==> config.mk <==
export PLATFORM = sky130hd
export DESIGN_NAME = ps2_rx
export DESIGN_NICKNAME = d
export VERILOG_FILES = /design/src/rtl/ps2_pkg.sv /design/src/rtl/ps2_line_filter.sv /design/src/rtl/ps2_rx.sv
export SDC_FILE = /design/constraint.sdc
export NUM_CORES = 1
export LEC_CHECK = 0
export CAP_MARGIN = 20
export CORE_MARGIN = 8
export CORE_UTILIZATION = 45
export CTS_CLUSTER_SIZE = 10
export DETAILED_ROUTE_END_ITERATION = 8
export GPL_TIMING_DRIVEN = 0
export PLACE_DENSITY = 0.76
export SLEW_MARGIN = 20
export SYNTH_ARGS = -nofsm -noshare
export SYNTH_HDL_FRONTEND = slang
export SYNTH_HIERARCHICAL = 1
export SYNTH_SLANG_ARGS = --single-unit
==> constraint.sdc <==
create_clock -name clk -period 4.99 [get_ports clk]
set_clock_uncertainty 0.05 [all_clocks]
set_input_delay 0.499 -clock clk [delete_from_list [all_inputs] [get_ports clk]]
set_output_delay 0.499 -clock clk [all_outputs]
set_load 0.02 [all_outputs]
==> src/rtl/ps2_pkg.sv <==
// Shared types and constants for the PS/2 receive path.
package ps2_pkg;

    typedef enum logic [1:0] {
        IDLE   = 2'd0,
        DATA   = 2'd1,
        PARITY = 2'd2,
        STOP   = 2'd3
    } ps2_state_t;

    localparam logic [7:0] PS2_BREAK     = 8'hF0;
    localparam logic [7:0] PS2_EXT       = 8'hE0;
    localparam int         PS2_DATA_BITS = 8;

    // True when the data byte plus its parity bit hold an odd number of ones.
    function automatic logic odd_parity_ok(input logic [7:0] data, input logic par);
        return ^{data, par};
    endfunction

endpackage

==> src/rtl/ps2_line_filter.sv <==
// One PS/2 line: 2-flop synchronizer, FILTER_LEN-sample glitch filter and a
// registered falling-edge strobe on the filtered level.
module ps2_line_filter #(
    parameter int FILTER_LEN = 8
) (
    input  logic clk,
    input  logic reset,
    input  logic line,
    output logic level,
    output logic fall
);

    localparam int CW = $clog2(FILTER_LEN + 1);

    logic          sync1;
    logic          sync2;
    logic [CW-1:0] cnt;

    // The bus idles high, so everything presets to 1 and no edge fires out of reset.
    always_ff @(posedge clk) begin
        if (reset) begin
            sync1 <= 1'b1;
            sync2 <= 1'b1;
            level <= 1'b1;
            cnt   <= '0;
            fall  <= 1'b0;
        end else begin
            sync1 <= line;
            sync2 <= sync1;
            fall  <= 1'b0;
            if (sync2 == level) begin
                cnt <= '0;
            end else if (cnt == CW'(FILTER_LEN - 1)) begin
                level <= sync2;
                cnt   <= '0;
                fall  <= level;
            end else begin
                cnt <= cnt + 1'b1;
            end
        end
    end

endmodule

==> src/rtl/ps2_rx.sv <==
// PS/2 device-to-host receiver: frames bytes and folds F0/E0 prefixes into flags.
// Optional frame timeout is compiled in with `define PS2_RX_TIMEOUT_EN.
//
// state  | meaning
// IDLE   | waiting for a start bit (falling edge with data low)
// DATA   | shifting in 8 data bits, LSB first
// PARITY | next edge carries the odd-parity bit
// STOP   | next edge carries the stop bit; frame is evaluated on it
module ps2_rx
    import ps2_pkg::*;
#(
    parameter int FILTER_LEN     = 8,
    parameter int TIMEOUT_CYCLES = 20000
) (
    input  logic       clk,
    input  logic       reset,
    input  logic       ps2_clk,
    input  logic       ps2_data,
    output logic [7:0] scan_code,
    output logic       code_valid,
    output logic       is_break,
    output logic       is_extended,
    output logic       parity_err,
    output logic       frame_err,
    output logic       busy
);

    ps2_state_t state;
    ps2_state_t state_next;

    logic       clk_fall;
    logic       data_lvl;
    logic [2:0] bitcnt;
    logic [7:0] shreg;
    logic       par_bit;
    logic       pending_break;
    logic       pending_ext;
    logic       timeout_hit;

    logic       ev_valid;
    logic       ev_perr;
    logic       ev_ferr;
    logic       set_brk;
    logic       set_ext;
    logic       clr_pend;

    ps2_line_filter #(.FILTER_LEN(FILTER_LEN)) u_clk_filt (
        .clk   (clk),
        .reset (reset),
        .line  (ps2_clk),
        .level (),
        .fall  (clk_fall)
    );

    ps2_line_filter #(.FILTER_LEN(FILTER_LEN)) u_data_filt (
        .clk   (clk),
        .reset (reset),
        .line  (ps2_data),
        .level (data_lvl),
        .fall  ()
    );

`ifdef PS2_RX_TIMEOUT_EN
    localparam int TW = $clog2(TIMEOUT_CYCLES + 1);

    logic [TW-1:0] to_cnt;

    always_ff @(posedge clk) begin
        if (reset || clk_fall || state == IDLE) begin
            to_cnt <= '0;
        end else if (!timeout_hit) begin
            to_cnt <= to_cnt + 1'b1;
        end
    end

    // A real edge in the same cycle wins over the timeout.
    assign timeout_hit = (state != IDLE) && !clk_fall && (to_cnt == TW'(TIMEOUT_CYCLES));
`else
    assign timeout_hit = 1'b0;
`endif

    always_ff @(posedge clk) begin
        if (reset) begin
            state <= IDLE;
        end else begin
            state <= state_next;
        end
    end

    always_comb begin
        state_next = state;
        if (timeout_hit) begin
            state_next = IDLE;
        end else if (clk_fall) begin
            case (state)
                IDLE:    if (!data_lvl) state_next = DATA;
                DATA:    if (bitcnt == 3'(PS2_DATA_BITS - 1)) state_next = PARITY;
                PARITY:  state_next = STOP;
                STOP:    state_next = IDLE;
                default: state_next = IDLE;
            endcase
        end
    end

    always_comb begin
        ev_valid = 1'b0;
        ev_perr  = 1'b0;
        ev_ferr  = 1'b0;
        set_brk  = 1'b0;
        set_ext  = 1'b0;
        clr_pend = 1'b0;
        if (timeout_hit) begin
            ev_ferr  = 1'b1;
            clr_pend = 1'b1;
        end else if (clk_fall && state == STOP) begin
            // data_lvl here is the stop bit itself.
            if (!data_lvl) begin
                ev_ferr  = 1'b1;
                clr_pend = 1'b1;
            end else if (!odd_parity_ok(shreg, par_bit)) begin
                ev_perr  = 1'b1;
                clr_pend = 1'b1;
            end else if (shreg == PS2_BREAK) begin
                set_brk = 1'b1;
            end else if (shreg == PS2_EXT) begin
                set_ext = 1'b1;
            end else begin
                ev_valid = 1'b1;
                clr_pend = 1'b1;
            end
        end
    end

    assign busy = (state != IDLE);

    always_ff @(posedge clk) begin
        if (reset) begin
            bitcnt        <= '0;
            shreg         <= '0;
            par_bit       <= 1'b0;
            pending_break <= 1'b0;
            pending_ext   <= 1'b0;
            scan_code     <= '0;
            code_valid    <= 1'b0;
            is_break      <= 1'b0;
            is_extended   <= 1'b0;
            parity_err    <= 1'b0;
            frame_err     <= 1'b0;
        end else begin
            code_valid <= ev_valid;
            parity_err <= ev_perr;
            frame_err  <= ev_ferr;

            if (ev_valid) begin
                scan_code   <= shreg;
                is_break    <= pending_break;
                is_extended <= pending_ext;
            end

            if (clr_pend) begin
                pending_break <= 1'b0;
                pending_ext   <= 1'b0;
            end else begin
                if (set_brk) pending_break <= 1'b1;
                if (set_ext) pending_ext   <= 1'b1;
            end

            if (clk_fall && !timeout_hit) begin
                case (state)
                    IDLE: bitcnt <= '0;
                    DATA: begin
                        shreg[bitcnt] <= data_lvl;
                        bitcnt        <= bitcnt + 1'b1;
                    end
                    PARITY:  par_bit <= data_lvl;
                    default: ;
                endcase
            end
        end
    end

endmodule

==> results.md <==
Clocking:
- Counting along the longest clock path gives a buffer depth of 2.
- Once the clock tree was built, the setup fixing pass inserted 0 buffers.
- The clock net in this run drives a total of 44 sinks.
- TritonCTS created 5 clock buffers.
- The number of hold buffers added after cts is 0.
- The post-cts resize count is 0.
- Clock tree synthesis selected as its root buffer the cell clkbuf_8.
- The clock latency at the later pin of the worst-skew pair is 0.29 ns.
- TritonCTS built the clock tree.
- Clock-pin slew was measured on the worst setup and hold paths at 0.08 ns.
- CTS built an H-tree with a depth of 2.

Worst hold path:
- The number of cells on the worst hold path is 1.
- The path class of the tightest hold or removal check is reg2reg.

Power:
- Registers are responsible for 56.2% of the overall power.
- The combinational share of power is 2.0%.
- The internal portion of the total power is 507 uW.
- The maximum vdd ir drop is 0.000153 V.
- The leakage power is 1.01 nW.
- Power spread over the standard cell area amounts to 276 nW/um2.
- For this design the total switching power over the nets is 123 uW.
- The clock network is responsible for 41.9% of the overall power.
- Net switching is 19.5% of the power.

Global route:
- The via count of the first global-routing pass was 1,317.
- The overflow left after global routing is 0.
- The number of antenna violations at the first check in global routing is 0.
- Entering global routing, the biggest net connects 14 pins.
- Global routing used 10.8% of the available tracks across all layers.
- The global-route wire length before repair is 5.71 mm.

Timing:
- The final number of max-transition violations is 0.
- The final setup violation count is 0.
- The worst slew margin relative to its limit is 67.3%.
- Summed over all failing endpoints, the final setup total negative slack is 0 ns.
- The hold violation count in the final report is 0.
- Setup slack closes at 2.78 ns.
- Derived from the worst setup path, the maximum achievable clock frequency is 453 MHz.
- Setup repair after global routing left no endpoint under its margin.
- At the pin with the least slew margin, the transition time is 0.480 ns.
- The final period utilization is 44.3%.
- The final critical delay including setup and external delays is 2.21 ns.

Setup path:
- The kind of end point of the critical path is an output port.
- The number of cells on the worst reg-to-reg path is 5.
- The setup path with the least slack is of type reg2out.
- In this run the worst path has a maximum fanout of 4.
- Data arrives at the worst endpoint at 1.66 ns.
- The type of origin of the critical path is a flop.
- Data on the critical path is required at its endpoint by 4.44 ns.
- The worst register-to-register path has a setup slack of 2.82 ns.

Routing:
- After detailed routing, the wire length on met1 is 1.61 mm.
- The routed layout has 1,400 vias.
- Summed over all nets, wire length on met3 after detailed routing comes to 128 um.
- The first detailed-routing pass took 4 iterations.
- In this run, the number of DRC markers left after iteration 0 of detailed routing was 45.
- The antenna violation net count after detailed routing is 0.
- The ratio of routed vias to standard cells is 5.11.
- The number of DRC violations after detailed routing is 0.
- The total wire length is 3.36 mm.
- The routed wire length on met2 is 1.55 mm.
- The top routing layer in use is met4.
- The mean routed wirelength per cell is 12.3 um.

Die:
- The initialized floorplan defines 24 standard-cell rows.
- The core region is 4260 um2.
- The die boundary width is 81.6 um.
- The die area is 6660 um2.
- The initial utilization of the core area, before any placement, comes to 45.5%.
- The chip height is 81.6 um.
- The number of I/O pins is 18.

Yosys:
- The combined area of all synthesized cells is 1940 um2.
- The net count of the mapped netlist is 210.
- The number of standard cells after synthesis is 197.
- For this run, the number of Yosys warnings is 6.
- The average footprint of a synthesized cell is 9.84 um2.

Cells and area:
- Fill cells in the final layout number 402.
- Relative to the synthesized area, the layout overhead comes to 17.7%.
- The repair_antennas step left the layout with diodes totalling 0.
- Cells with a size suffix above 1 make up 9.46% of the layout.
- The net count of the finished layout is 234.

Place:
- Prior to clock tree synthesis, the placed netlist has a worst setup slack of 2.84 ns.
- After legalization and detailed placement, the total HPWL measured 2.49 mm.
- Routability-driven placement finished with a final weighted congestion of 0.763.
- The count of input and output buffers is 17.

Job:
- The count of maximum capacitance violations is 0.

Status:
- The flow ran to the end, and the final reports show no timing, DRC or antenna violations.
critical path, stage by stage, from the launching register on:
cell and delay [ns]:
dfxtp_1 0.38, inv_1 0.10, ha_1 0.24, inv_1 0.06
clkdlybuf4s50_1 0.60
sequential cells by signal, indices dropped and copies added, names as in the netlist, 2 cells and up:
register,count
shreg,8
u_data_filt/cnt,4
state,2
scan_code,8
u_clk_filt/cnt,4
bitcnt,3
layout make-up:
type	count	area, um2	share of cell area (%)
Buffer	5	31.3	1.37
Tap cell	52	65.1	2.85
Clock inverter	2	35.0	1.54
Inverter	8	30.0	1.32
Multi-Input combinational cell	140	996	43.7
Sequential cell	44	881	38.6
Timing Repair Buffer	17	170	7.46
Clock buffer	6	72.6	3.18
final timing paths:
| path | endpoint | start |
|---|---|---|
| setup / recovery | busy | state[0] |
| hold / removal | u_clk_filt/sync2 | u_clk_filt/sync1 |
| setup reg to reg | scan_code[3] | shreg[1] |
| hold reg to reg | u_clk_filt/sync2 | u_clk_filt/sync1 |
routing by layer:
layer / vias up / GRT usage [%]
li1: 725 / -
met1: 648 / 13.1
met2: 19 / 17.7
met3: 8 / 1.97
met4: 0 / 6.14
met5: - / 0
power by group through the flow:
stage	combinational (mW)	sequential, mW	clock, mW
after CTS	0.0126	0.354	0.270
after detailed placement	0.0126	0.362	0
after global placement	0.0125	0.362	0
after floorplan	0.00705	0.362	0
after global routing	0.0141	0.354	0.282
final	0.0125	0.354	0.264
placed cells by master, fill, tap and decap left out, types with 2 or more instances in the layout:
master	n
nand2_1	13
nor2_1	32
o21ai_0	5
a211o_1	2
xor2_1	9
clkdlybuf4s50_1	17
buf_2	2
a21oi_1	6
a32oi_1	2
nand3b_1	3
mux2i_1	13
and3b_2	2
nand3b_4	2
or2_2	4
ha_1	9
clkbuf_1	3
nor3_1	6
xnor2_1	4
clkbuf_8	6
nand3_1	7
nand2b_1	3
a31oi_1	3
inv_1	8
dfxtp_1	44
through the flow:
step	power, mW	utilization [%]	hold WS [ns]	area [um2]	cells
after floorplan	0.369	-	0.339	1940	197
after global placement	0.375	51.0	0.342	2170	266
after global routing	0.651	53.5	0.378	2280	274
after CTS	0.636	53.5	0.362	2280	274
final	0.630	53.5	0.360	2280	274
after detailed placement	0.375	51.0	0.343	2170	266
Power figures use the tool's default switching activity.
